<file path="src/rtl/dmem_arbiter_pkg.sv">
// Shared types and helpers for the data-memory arbiter.
// Holds the arbiter state encoding and the starvation-counter width function.
// No logic; imported by dmem_arbiter.
package dmem_arbiter_pkg;

  // ARB: normal pipeline-priority arbitration; FORCE: debug request is pushed through.
  typedef enum logic {
    ARB   = 1'b0,
    FORCE = 1'b1
  } arb_state_e;

  // Bits needed to hold values 0..max_wait; never less than one bit so the
  // counter stays declarable when max_wait is 0.
  function automatic int cnt_width(input int max_wait);
    int w;
    w = 1;
    while ((1 << w) < (max_wait + 1)) begin
      w = w + 1;
    end
    return w;
  endfunction

endpackage

</file>
<file path="src/rtl/dmem_arbiter.sv">
// Purpose: shares the single-port data RAM between the pipeline MEM port and a debug port.
// Latency: zero-cycle grant/stall; read data returns one cycle after a granted read.
// Backpressure: pipeline held with pipe_stall; debug held until dbg_ready (guard forces it after MAX_WAIT losses).
module dmem_arbiter
  import dmem_arbiter_pkg::*;
#(
  parameter int ADDR_SIZE = 10,
  parameter int WORD_SIZE = 32,
  parameter int MAX_WAIT  = 4
) (
  input  logic                 clk,
  input  logic                 rst_n,
  input  logic                 pipe_req,
  input  logic                 pipe_we,
  input  logic [ADDR_SIZE-1:0] pipe_addr,
  input  logic [WORD_SIZE-1:0] pipe_wdata,
  output logic                 pipe_stall,
  output logic                 pipe_rvalid,
  output logic [WORD_SIZE-1:0] pipe_rdata,
  input  logic                 dbg_valid,
  input  logic                 dbg_we,
  input  logic [ADDR_SIZE-1:0] dbg_addr,
  input  logic [WORD_SIZE-1:0] dbg_wdata,
  output logic                 dbg_ready,
  output logic                 dbg_rvalid,
  output logic [WORD_SIZE-1:0] dbg_rdata,
  output logic                 ram_en,
  output logic                 ram_we,
  output logic [ADDR_SIZE-1:0] ram_addr,
  output logic [WORD_SIZE-1:0] ram_wdata,
  input  logic [WORD_SIZE-1:0] ram_rdata
);

  localparam int             CW         = cnt_width(MAX_WAIT);
  localparam logic [CW-1:0]  CNT_MAX    = CW'(MAX_WAIT);
  localparam logic [CW-1:0]  CNT_LAST   = (MAX_WAIT > 0) ? CW'(MAX_WAIT - 1) : '0;
  localparam logic           ALWAYS_DBG = (MAX_WAIT == 0);

  arb_state_e    state_q, state_d;
  logic [CW-1:0] wait_cnt_q, wait_cnt_d;
  logic          pipe_rvalid_q, pipe_rvalid_d;
  logic          dbg_rvalid_q, dbg_rvalid_d;
  logic          force_dbg;
  logic          gnt_dbg;
  logic          gnt_pipe;

  // Grant decision: pipeline wins unless the guard is active or the pipeline is idle.
  always_comb begin
    force_dbg = (state_q == FORCE) || ALWAYS_DBG;
    gnt_dbg   = dbg_valid && (force_dbg || !pipe_req);
    gnt_pipe  = pipe_req && !gnt_dbg;
  end

  // Requester handshakes and RAM command mux; everything idles at zero without a grant.
  always_comb begin
    pipe_stall = pipe_req && !gnt_pipe;
    dbg_ready  = gnt_dbg;
    ram_en     = gnt_pipe || gnt_dbg;
    ram_we     = 1'b0;
    ram_addr   = '0;
    ram_wdata  = '0;
    if (gnt_dbg) begin
      ram_we    = dbg_we;
      ram_addr  = dbg_addr;
      ram_wdata = dbg_wdata;
    end else if (gnt_pipe) begin
      ram_we    = pipe_we;
      ram_addr  = pipe_addr;
      ram_wdata = pipe_wdata;
    end
  end

  // Next state: starvation counter, guard FSM and read-return flags.
  always_comb begin
    state_d       = state_q;
    wait_cnt_d    = wait_cnt_q;
    pipe_rvalid_d = gnt_pipe && !pipe_we;
    dbg_rvalid_d  = gnt_dbg && !dbg_we;

    if (!dbg_valid || gnt_dbg) begin
      wait_cnt_d = '0;
    end else if (wait_cnt_q != CNT_MAX) begin
      wait_cnt_d = wait_cnt_q + 1'b1;
    end

    case (state_q)
      ARB: begin
        if (dbg_valid && !gnt_dbg && (wait_cnt_q == CNT_LAST)) begin
          state_d = FORCE;
        end
      end
      // One forced cycle only; a dropped dbg_valid simply yields no grant.
      FORCE:   state_d = ARB;
      default: state_d = ARB;
    endcase
  end

  // State registers; reset discards any read in flight.
  always_ff @(posedge clk or negedge rst_n) begin
    if (!rst_n) begin
      state_q       <= ARB;
      wait_cnt_q    <= '0;
      pipe_rvalid_q <= 1'b0;
      dbg_rvalid_q  <= 1'b0;
    end else begin
      state_q       <= state_d;
      wait_cnt_q    <= wait_cnt_d;
      pipe_rvalid_q <= pipe_rvalid_d;
      dbg_rvalid_q  <= dbg_rvalid_d;
    end
  end

  // Read data is shared; each consumer qualifies it with its own rvalid.
  always_comb begin
    pipe_rvalid = pipe_rvalid_q;
    dbg_rvalid  = dbg_rvalid_q;
    pipe_rdata  = ram_rdata;
    dbg_rdata   = ram_rdata;
  end

endmodule

</file>
<file path="config.mk">
export PLATFORM = sky130hd
export DESIGN_NAME = dmem_arbiter
export DESIGN_NICKNAME = d
export VERILOG_FILES = /design/src/rtl/dmem_arbiter_pkg.sv /design/src/rtl/dmem_arbiter.sv
export SDC_FILE = /design/constraint.sdc
export NUM_CORES = 1
export LEC_CHECK = 0
export CORE_AREA = 2 2 90 92
export DETAILED_ROUTE_END_ITERATION = 10
export DIE_AREA = 0 0 92 94
export PLACE_DENSITY = 0.8
export SYNTH_ARGS = -nofsm -noshare
export SYNTH_HDL_FRONTEND = slang
export SYNTH_SLANG_ARGS = --single-unit
</file>
<file path="constraint.sdc">
create_clock -name clk -period 5 [get_ports clk]
set_input_delay 1.5 -clock clk [delete_from_list [all_inputs] [get_ports clk]]
set_output_delay 1.5 -clock clk [all_outputs]
set_load 0.05 [all_outputs]
</file>
**After elaboration in Yosys (flattened, before gate mapping)**

Cells that the tools add are included.

- Bits in read-only memories: 0
- Latch bits: 0
- Memories: 0
- Output and inout port bits: 112
- Flip-flop bits (word level): 6
- Memory bits (writable): 0

- Reductions and logical operators: 17
- Multipliers: 0
- Divide/modulo/power cells: 0
- Add/subtract/negate cells: 1
- Equal/unequal tests: 2
- Bitwise gates (word level): 1
- Shift-type cells: 0
- Multiplexer cells: 10
- Order comparisons: 0

Operators by type and width:

| operator | count |
|---|---|
| 32-bit 2-to-1 mux | 2 |
| 10-bit 2-to-1 mux | 2 |
| 1-bit logical AND | 7 |
| 1-bit logical NOT | 6 |
| 3-bit 2-to-1 mux | 2 |
| 3-bit by 1-bit adder with 3-bit output (second input constant) | 1 |
| 3-bit by 2-bit equality test with 1-bit output (second input constant) | 1 |
| 1-bit logical OR | 3 |
| 1-bit 2-to-1 mux | 3 |
| 3-bit != test (second input constant) | 1 |
| 1-bit one-hot mux with 2 select lines | 1 |
| 2-bit nonzero test | 1 |
| 1-bit NOT | 1 |

**Longest topological paths before layout**

Gate-level depths: netlist of the first run.

- Word-level depth: 8
- Depth in mapped cells: 6

**Worst setup path after synthesis of the first run**

Ideal clock, no wire load.

- Kind: input -> output
- From: in pipe_req
- To: out ram_addr[4]
- Required time: 3500 ps
- Stages on the path: 5
- Setup slack: 422 ps
- Data arrival time: 3078 ps
- Path through: nand2b_1 -> buf_2 -> and2_1 -> buf_6 -> o21ai_0

- Word-level cells in the longest chain between the ends: 7

Ends and longest elaborated chain:

| item | RTL line | source |
|---|---|---|
| start, declared | dmem_arbiter.sv:13 | `input logic pipe_req,` |
| 1-bit logical NOT | dmem_arbiter.sv:50 | `gnt_dbg = dbg_valid && (force_dbg \|\| !pipe_req);` |
| 1-bit logical OR | dmem_arbiter.sv:50 |  |
| 1-bit logical AND | dmem_arbiter.sv:50 |  |
| 1-bit logical NOT | dmem_arbiter.sv:51 | `gnt_pipe = pipe_req && !gnt_dbg;` |
| 1-bit logical AND | dmem_arbiter.sv:51 |  |
| 10-bit 2-to-1 mux | dmem_arbiter.sv:66 | `end else if (gnt_pipe) begin` |
| 10-bit 2-to-1 mux * | dmem_arbiter.sv:62 | `if (gnt_dbg) begin` |
| end, declared | dmem_arbiter.sv:29 | `output logic [ADDR_SIZE-1:0] ram_addr,` |

Mark *: on every way between the ends. The rest lies on a longest branch, timed or not.

**Worst setup path after layout of the first run**

- From: in pipe_req
- To: out ram_en

- Word-level cells in the longest chain between the ends: 6

Ends and longest elaborated chain:

| item | RTL line | source |
|---|---|---|
| 1-bit logical NOT | dmem_arbiter.sv:50 |  |
| 1-bit logical OR | dmem_arbiter.sv:50 |  |
| 1-bit logical AND | dmem_arbiter.sv:50 |  |
| 1-bit logical NOT | dmem_arbiter.sv:51 |  |
| 1-bit logical AND | dmem_arbiter.sv:51 |  |
| 1-bit logical OR * | dmem_arbiter.sv:58 | `ram_en = gnt_pipe \|\| gnt_dbg;` |
| end, declared | dmem_arbiter.sv:27 | `output logic ram_en,` |

Marks and branches as above.

==> results of run 1 <==
routing by layer:
| metal | vias to the layer above | GRT usage (%) |
|---|---|---|
| met5 | - | 0 |
| met4 | 0 | 6.47 |
| met3 | 26 | 2.33 |
| met1 | 759 | 13.9 |
| met2 | 84 | 22.1 |
| li1 | 851 | - |
report_power, final:
group / total (W) / internal (W) / leakage, nW / switching, W
logic: 0.000366 / 0.000183 / 1.06 / 0.000182
clock network: 0.0000730 / 0.0000518 / 0.0216 / 0.0000212
registers: 0.0000515 / 0.0000504 / 0.0814 / 0.00000106
total: 0.000490 / 0.000285 / 1.16 / 0.000205
placed cells by master, fill, tap and decap left out, types with 3 or more instances in the layout:
cell type	count
clkbuf_8	3
buf_12	45
o21ai_0	5
nand3_1	44
o21ai_1	38
nand2_1	45
clkdlybuf4s50_1	90
ha_1	3
inv_1	4
dfrtp_1	6
buf_4	5
final cells by class:
type / count / area (µm²) / share of cell area, %
Timing Repair Buffer: 142 / 1850 / 63.6
Sequential cell: 6 / 150 / 5.17
Multi-Input combinational cell: 147 / 723 / 24.9
Clock buffer: 3 / 41.3 / 1.42
Inverter: 4 / 15.0 / 0.517
Tap cell: 102 / 128 / 4.39
worst register-to-register path: cells and delay by family, from the launching register on:
kind / cells / cell delay, ns
buffers and inverters: 1 / 0.23
AND/OR/NAND/NOR: 3 / 0.66
flip-flops: 1 / 0.37
flip-flops by register name (all words and copies together), names as in the netlist:
name,cells
pipe_rvalid,1
wait_cnt_q,3
dbg_rvalid,1
force_dbg,1
synthesized netlist by cell type (2+ instances only):
cell type and n:
clkbuf_1 13, buf_6 5, ha_1 3, o21ai_1 38, a21oi_1 2, buf_2 2, nand3_1 44, nand2_1 45
o21ai_0 5, nor2_1 2, inv_1 4, buf_4 64, dfrtp_1 6
kinds of logic (layout without fill, tap and decap cells):
kind of cell / count (synthesis) / in the layout
simple gates: 98 / 98
buf+inv: 88 / 149
compound gates: 45 / 45
flops: 6 / 6
fa+ha+maj: 3 / 3
xor+xnor: 1 / 1
per-stage QoR:
step	hold slack [ns]	util (%)	cells	setup WS [ns]
global route	0.608	38.2	404	0.564
detailed placement	0.581	37.7	401	0.660
finish	0.587	38.2	404	0.669
floorplan	0.530	-	241	0.422
CTS	0.590	38.2	404	0.660
global placement	0.544	37.7	401	0.681
worst min path at each step:
stage,startpoint,to,depth (start not counted)
after floorplan,wait_cnt_q[1],wait_cnt_q[1],2
after global placement,wait_cnt_q[1],wait_cnt_q[1],2
after detailed placement,wait_cnt_q[1],wait_cnt_q[1],2
after CTS,wait_cnt_q[1],wait_cnt_q[1],2
after global routing,wait_cnt_q[1],wait_cnt_q[1],2
final,wait_cnt_q[1],wait_cnt_q[1],2
==> metrics.md, run 1 <==
| Metric | Value |
|---|---|
| Max-cap violation count | `0` |
| Crit path depth | `4` |
| Post-CTS Hold Fix Bufs | `0` |
| Max Used Layer | `met4` |
| # rows | `32` |
| Post-synth EDFFs | `0` |
| CTS sink cnt | `6` |
| Worst Path Required | `3.50 ns` |
| Seq cells post-synth | `6` |
| Vias after detailed routing | `1,720` |
| Wire length on met3 | `449 µm` |
| GPL Wtd Cong | `0.663` |
| Final-report hold violation count | `0` |
| Synth Instances | `241` |
| Largest vdd supply drop | `0.0666 mV` |
| Total die area | `8650 µm²` |
| P&R area growth vs syn | `96.4%` |
| Worst-margin pin slew | `0.488 ns` |
| Crit path cell chain | `buf_2 -> buf_4 -> or2_2 -> clkdlybuf4s50_1` |
| Fraction of layout cells with a size suffix above 1 | `19.5%` |
| Root Driver | `clkbuf_8` |
| Setup Viol. Count Final | `0` |
| Port Buffers | `137` |
| TritonCTS Buffers | `3` |
| Net Count, Synth | `366` |
| Fin area | `2910 µm²` |
| Adder-cell share of the synthesized area | `2.54%` |
| Initial Util | `19.5%` |
| PD cells | `169 nW/µm²` |
| Worst min-delay path category | `reg -> reg` |
| Final TNS setup | `0 ns` |
| Largest net degree at the start of global routing | `44` |
| Crit-path max FO | `21` |
| Post-CTS setup buffers | `0` |
| Synth Flop Type | `dfrtp_1` |
| Post-Synth Simple-Gate Area | `30.3%` |
| M1 WL | `2140 µm` |
| RSZ-0062 raised after global routing | `no` |
| Complex-gate fraction of the synthesized area | `15.2%` |
| Worst Path Buf+Inv | `3` |
| TritonCTS clock tree | `built` |
| PnR Total Power | `0.000490 W` |
| Final Cycle Share | `86.6%` |
| WL final | `5700 µm` |
| Avg WL per Cell | `14.1 µm` |
| Wire length on met2 | `2900 µm` |
| Warnings from Yosys | `0` |
| Clock slew at reported path FFs | `0.04 ns` |
| Yosys cell types | `21` |
| Via density | `4.26` |
| Antenna Cells | `0` |
| Register area share after synthesis | `10.1%` |
| Die W | `92 µm` |
| First-pass DRT Iterations | `4` |
| Critical path launch point | `pipe_req` |
| Global Route Usage Sum | `12.3%` |
| DRT iter0 DRCs | `57` |
| Post-synthesis xor/xnor area fraction | `0.592%` |
| Reg2Reg Depth | `4` |
| Die H | `94 µm` |
| Largest family of logic cells by synthesized area | `buffers and inverters` |
| Post-synthesis mux area share | `0%` |
| Fin crit period | `4.33 ns` |
| Global-route wire length before repair | `8740 µm` |
| Final nets | `429` |
| RR Startpoint | `force_dbg` |
| Status | `complete, no violations` |
| H-tree depth | `1` |
| FFs w/ async S/R, synth | `100%` |
| Worst Setup Start Kind | `input pin` |
| Antenna-violating nets left | `0` |
| Core Footprint | `7610 µm²` |
| Crit Path Class | `in -> out` |
| Number of top-level pins | `234` |
| Worst Skew | `0.00373 ns` |
| PostCTS Resize Cnt | `0` |
| Cell Area, Synth | `1480 µm²` |
| Share of the synthesized area in the top cell type | `32.5%` |
| CP delay by family, top | `buffers and inverters` |
| DP Wirelength | `4570 µm` |
| Slew headroom | `67.4%` |
| CP max-delay cell | `clkdlybuf4s50_1` |
| Worst-case clock buffer depth | `2` |
| FF-to-FF setup slack | `3.62 ns` |
| Leak Pwr | `1.16 nW` |
| Vias in the first global route | `1,756` |
| Peak Freq | `0.231 GHz` |
| CP Capture Type | `primary output` |
| FILL cells | `773` |
| Placed Area | `2870 µm²` |
| Slew Limit Fails | `0` |
| Capturing point of the worst reg2reg path | `dbg_rvalid` |
| Worst Path Arrival | `2.83 ns` |
| Leading area contributor after synthesis | `buf_4` |
| DRC | `0` |
| Worst-Skew Late Latency | `0.22 ns` |
| Avg Inst Size Synth | `6.14 µm²` |
| Number of antenna violations at the first check in global routing | `0` |
| Synth area leaders | `buf_4 32%, nand3_1 15%, o21ai_1 13%` |
| Largest stage delay, worst path | `0.70 ns` |
| Worst setup path end | `ram_en` |
| GRT overflow | `0` |
No activity file was read; power rests on OpenSTA's default activity.
==> run 2: changes to the inputs <==
--- a/config.mk
+++ b/config.mk
@@ -7,6 +7,6 @@
 export LEC_CHECK = 0
-export CORE_AREA = 2 2 90 92
+export CORE_AREA = 2 2 91 93
 export DETAILED_ROUTE_END_ITERATION = 10
-export DIE_AREA = 0 0 92 94
-export PLACE_DENSITY = 0.8
+export DIE_AREA = 0 0 93 95
+export PLACE_DENSITY = 0.79
 export SYNTH_ARGS = -nofsm -noshare
==> constraint.sdc (replaced) <==
create_clock -name clk -period 4.25 [get_ports clk]
set_input_delay 1.275 -clock clk [delete_from_list [all_inputs] [get_ports clk]]
set_output_delay 1.275 -clock clk [all_outputs]
set_load 0.005 [all_outputs]
==> metrics.md, run 2 (same netlist as run 1, synthesis figures left out) <==
| Metric | Value |
|---|---|
| Die H | `95 µm` |
| Fraction of layout cells with a size suffix above 1 | `5.26%` |
| Status | `complete, no violations` |
| Antenna-violating nets left | `0` |
| TritonCTS Buffers | `3` |
| Commonest cells after routing, fill and taps aside | `135 x clkdlybuf4s50_1, 45 x nand2_1, 44 x nand3_1` |
| TritonCTS clock tree | `built` |
| FILL cells | `851` |
| Worst min-delay path category | `reg -> reg` |
| Largest net degree at the start of global routing | `47` |
| PD cells | `149 nW/µm²` |
| WL final | `5320 µm` |
| Worst Path Arrival | `2.54 ns` |
| Port Buffers | `137` |
| Antenna Cells | `0` |
| Setup Viol. Count Final | `0` |
| Worst-Skew Late Latency | `0.22 ns` |
| GPL Wtd Cong | `0.656` |
| DRC | `0` |
| Vias after detailed routing | `1,771` |
| Slew headroom | `82.6%` |
| Largest register FFs | `3` |
| First-pass DRT Iterations | `4` |
| Root Driver | `clkbuf_8` |
| Global Route Usage Sum | `11.2%` |
| Slew Limit Fails | `0` |
| DP Wirelength | `4250 µm` |
| Leak Pwr | `0.940 nW` |
| Max-cap violation count | `0` |
| Post-CTS setup buffers | `0` |
| CTS sink cnt | `6` |
| Crit-path max FO | `46` |
| Global-route wire length before repair | `8060 µm` |
| Peak Freq | `0.262 GHz` |
| Placed Instances | `406` |
| CP Capture Type | `primary output` |
| Final nets | `431` |
| DRT iter0 DRCs | `47` |
| Largest vdd supply drop | `0.0876 mV` |
| Avg WL per Cell | `13.0 µm` |
| Post-CTS Hold Fix Bufs | `0` |
| RSZ-0062 raised after global routing | `no` |
| Top reg by flops | `wait_cnt_q` |
| Worst Path Required | `2.97 ns` |
| Initial Util | `18.7%` |
| Final TNS setup | `0 ns` |
| Commonest non-fill, non-tap cell in the layout | `clkdlybuf4s50_1` |
| Worst Skew | `0.000906 ns` |
| Clock slew at reported path FFs | `0.03 ns` |
| Core Footprint | `7930 µm²` |
| Worst-case clock buffer depth | `2` |
| P&R area growth vs syn | `68.0%` |
| WHS | `0.572 ns` |
| Worst-margin pin slew | `0.259 ns` |
| Total die area | `8840 µm²` |
| Crit Path Class | `in -> out` |
| Final core occ | `31.4%` |
| Worst Setup Start Kind | `input pin` |
| PostCTS Resize Cnt | `0` |
| Via density | `4.33` |
| Final Cycle Share | `89.7%` |
| H-tree depth | `1` |
| GRT overflow | `0` |
| Vias in the first global route | `1,654` |
| Fin cells | `409` |
| Fin crit period | `3.81 ns` |
| Final-report hold violation count | `0` |
| Number of antenna violations at the first check in global routing | `0` |
| Die W | `93 µm` |
| # rows | `33` |
| Number of top-level pins | `234` |
-- run 2: per-stage QoR --
stage                     worst slack, ns  area [µm²]  power (W)
after floorplan                     0.955        1480   0.000178
after global placement              0.437        2450   0.000287
after detailed placement            0.419        2450   0.000290
after CTS                           0.419        2490   0.000376
after global routing                0.328        2490   0.000397
final                               0.438        2490   0.000371
-- run 2: worst max-delay path, stage by stage --
cell	delay (ns)
buf_2	0.10
nand2b_2	0.07
and2_2	0.21
buf_12	0.18
o21ai_0	0.18
clkdlybuf4s50_1	0.52
-- run 2: final cells by class --
cell class,count,area [µm²],area share (%)
Clock buffer,3,41.3,1.66
Inverter,4,15.0,0.604
Multi-Input combinational cell,147,723,29.1
Sequential cell,6,150,6.04
Tap cell,105,131,5.28
Timing Repair Buffer,144,1430,57.3
-- run 2: power by group --
group          switching [W]  internal, W
Sequential        0.00000114    0.0000593
Combinational      0.0000775     0.000150
Clock              0.0000222    0.0000606
Total               0.000101     0.000270
-- run 2: final timing paths --
kind / startpoint / end / slack, ns / cells past startpoint
setup / recovery: pipe_req / ram_addr[9] / 0.44 / 6
hold / removal: wait_cnt_q[1] / wait_cnt_q[1] / 0.57 / 2
setup reg to reg: force_dbg / dbg_rvalid / 3.03 / 4
hold reg to reg: wait_cnt_q[1] / wait_cnt_q[1] / 0.57 / 2
max in group asynchronous: rst_n / wait_cnt_q[1] / 2.75 / 1
min in group asynchronous: rst_n / force_dbg / 1.29 / 1
-- run 2: layer usage --
layer  global-route usage [%]  up-vias  wire, µm
met5                        0        -         0
met4                     5.51        0       182
met3                     3.51       30       567
met2                     19.3       99      2570
met1                     12.5      786      2000
li1                         -      856         -
==> run 3: changes to the inputs <==
- PLACE_DENSITY: 0.79 -> default
- PLACE_DENSITY_LB_ADDON: default -> 0.2
- TNS_END_PERCENT: default -> 100
==> metrics.md, run 3 (same netlist as run 1, synthesis figures left out) <==
| Metric | Value |
|---|---|
| Crit path cell chain | `buf_2 -> nand2b_2 -> and2_2 -> buf_12 -> o21ai_1 -> clkdlybuf4s50_1` |
| Capturing point of the worst reg2reg path | `dbg_rvalid` |
| Worst min-delay path category | `reg -> reg` |
| GPL Wtd Cong | `0.724` |
| Fin crit period | `3.88 ns` |
| Commonest non-fill, non-tap cell in the layout | `clkdlybuf4s50_1` |
| Final Cycle Share | `91.4%` |
| H-tree depth | `1` |
| Number of antenna violations at the first check in global routing | `0` |
| Final-report hold violation count | `0` |
| Antenna Cells | `0` |
| Leak Pwr | `0.945 nW` |
| Fin area | `2490 µm²` |
| Max-cap violation count | `0` |
| Peak Freq | `0.257 GHz` |
| Die W | `93 µm` |
| Largest stage delay, worst path | `0.54 ns` |
| RSZ-0062 raised after global routing | `no` |
| Worst Setup Start Kind | `input pin` |
| Top reg by flops | `wait_cnt_q` |
| Vias in the first global route | `1,597` |
| Core Footprint | `7930 µm²` |
| Port Buffers | `137` |
| CP Capture Type | `primary output` |
| Worst Path Arrival | `2.61 ns` |
| P&R area growth vs syn | `68.6%` |
| Slew Limit Fails | `0` |
| Clock slew at reported path FFs | `0.04 ns` |
| DRT iter0 DRCs | `41` |
| GRT overflow | `0` |
| Final nets | `432` |
| RR Startpoint | `force_dbg` |
| Worst Skew | `0.00280 ns` |
| DRC | `0` |
| Largest register FFs | `3` |
| Worst-case clock buffer depth | `2` |
| Placed Instances | `407` |
| Fin cells | `410` |
| Initial Util | `18.7%` |
| Avg WL per Cell | `13.1 µm` |
| Fraction of layout cells with a size suffix above 1 | `5.57%` |
| Root Driver | `clkbuf_8` |
| Reg2Reg Depth | `4` |
| TritonCTS clock tree | `built` |
| Number of top-level pins | `234` |
| Vias after detailed routing | `1,708` |
| Placed Area | `2450 µm²` |
| Commonest cells after routing, fill and taps aside | `135 x clkdlybuf4s50_1, 45 x nand2_1, 44 x nand3_1` |
| TritonCTS Buffers | `3` |
| Largest net degree at the start of global routing | `47` |
| # rows | `33` |
| Crit Path Class | `in -> out` |
| Post-CTS Hold Fix Bufs | `0` |
| First-pass DRT Iterations | `4` |
| PostCTS Resize Cnt | `0` |
| Crit-path max FO | `46` |
| Post-CTS setup buffers | `0` |
| PD cells | `149 nW/µm²` |
| Critical path launch point | `pipe_req` |
| Total die area | `8840 µm²` |
| Global-route wire length before repair | `8040 µm` |
| Setup Viol. Count Final | `0` |
| Min-delay src | `wait_cnt_q[2]` |
| Antenna-violating nets left | `0` |
| CP max-delay cell | `clkdlybuf4s50_1` |
| Die H | `95 µm` |
| Worst setup path end | `ram_wdata[13]` |
| Worst-Skew Late Latency | `0.22 ns` |
| Via density | `4.17` |
| CTS sink cnt | `6` |
| Final TNS setup | `0 ns` |
| Worst Path Required | `2.97 ns` |
| Status | `complete, no violations` |
| Worst-margin pin slew | `0.283 ns` |
| WL final | `5360 µm` |
| Global Route Usage Sum | `11.2%` |
| DP Wirelength | `4100 µm` |
| Final core occ | `31.5%` |
| Slew headroom | `81.1%` |
| Largest vdd supply drop | `0.0627 mV` |
| FF-to-FF setup slack | `3.05 ns` |
| WHS | `0.560 ns` |
run 3: layout make-up:
cell class	count	area [µm²]
Timing Repair Buffer	145	1430
Inverter	4	15.0
Tap cell	105	131
Sequential cell	6	150
Multi-Input combinational cell	147	723
Clock buffer	3	41.3
Fill cell	872	5430
run 3: per-layer routing:
| layer | GRT usage, % | share of wire (%) |
|---|---|---|
| met4 | 3.68 | 2.6 |
| met1 | 13.6 | 40 |
| met2 | 19.0 | 49 |
| met3 | 3.19 | 8.3 |
| met5 | 0 | 0 |
run 3: critical path, delay by kind of cell:
kind | cells | cell delay [ns]
buffers and inverters | 3 | 0.82
AND/OR/NAND/NOR | 2 | 0.28
AO/OA/AOI/OAI | 1 | 0.21
run 3: how the worst min path moves through the flow:
stage	endpoint	cells past startpoint	slack, ns
after CTS	wait_cnt_q[1]	2	0.57
final	wait_cnt_q[1]	2	0.56
after global placement	wait_cnt_q[1]	2	0.55
after global routing	wait_cnt_q[1]	2	0.58
after detailed placement	wait_cnt_q[1]	2	0.56
after floorplan	wait_cnt_q[1]	2	0.53
run 3: power breakdown:
| part | total [W] | leakage (nW) | switching (W) | internal [W] |
|---|---|---|---|---|
| Sequential | 0.0000604 | 0.0814 | 0.00000104 | 0.0000593 |
| Combinational | 0.000229 | 0.842 | 0.0000784 | 0.000151 |
| Clock | 0.0000834 | 0.0216 | 0.0000227 | 0.0000607 |
| Total | 0.000373 | 0.945 | 0.000102 | 0.000271 |
run 3: metrics by stage:
step           power, W  setup WS (ns)
2_1_floorplan  0.000178          0.955
3_3_place_gp   0.000292          0.347
3_5_place_dp   0.000293          0.338
4_1_cts        0.000380          0.335
5_1_grt        0.000403          0.289
6_report       0.000373          0.365
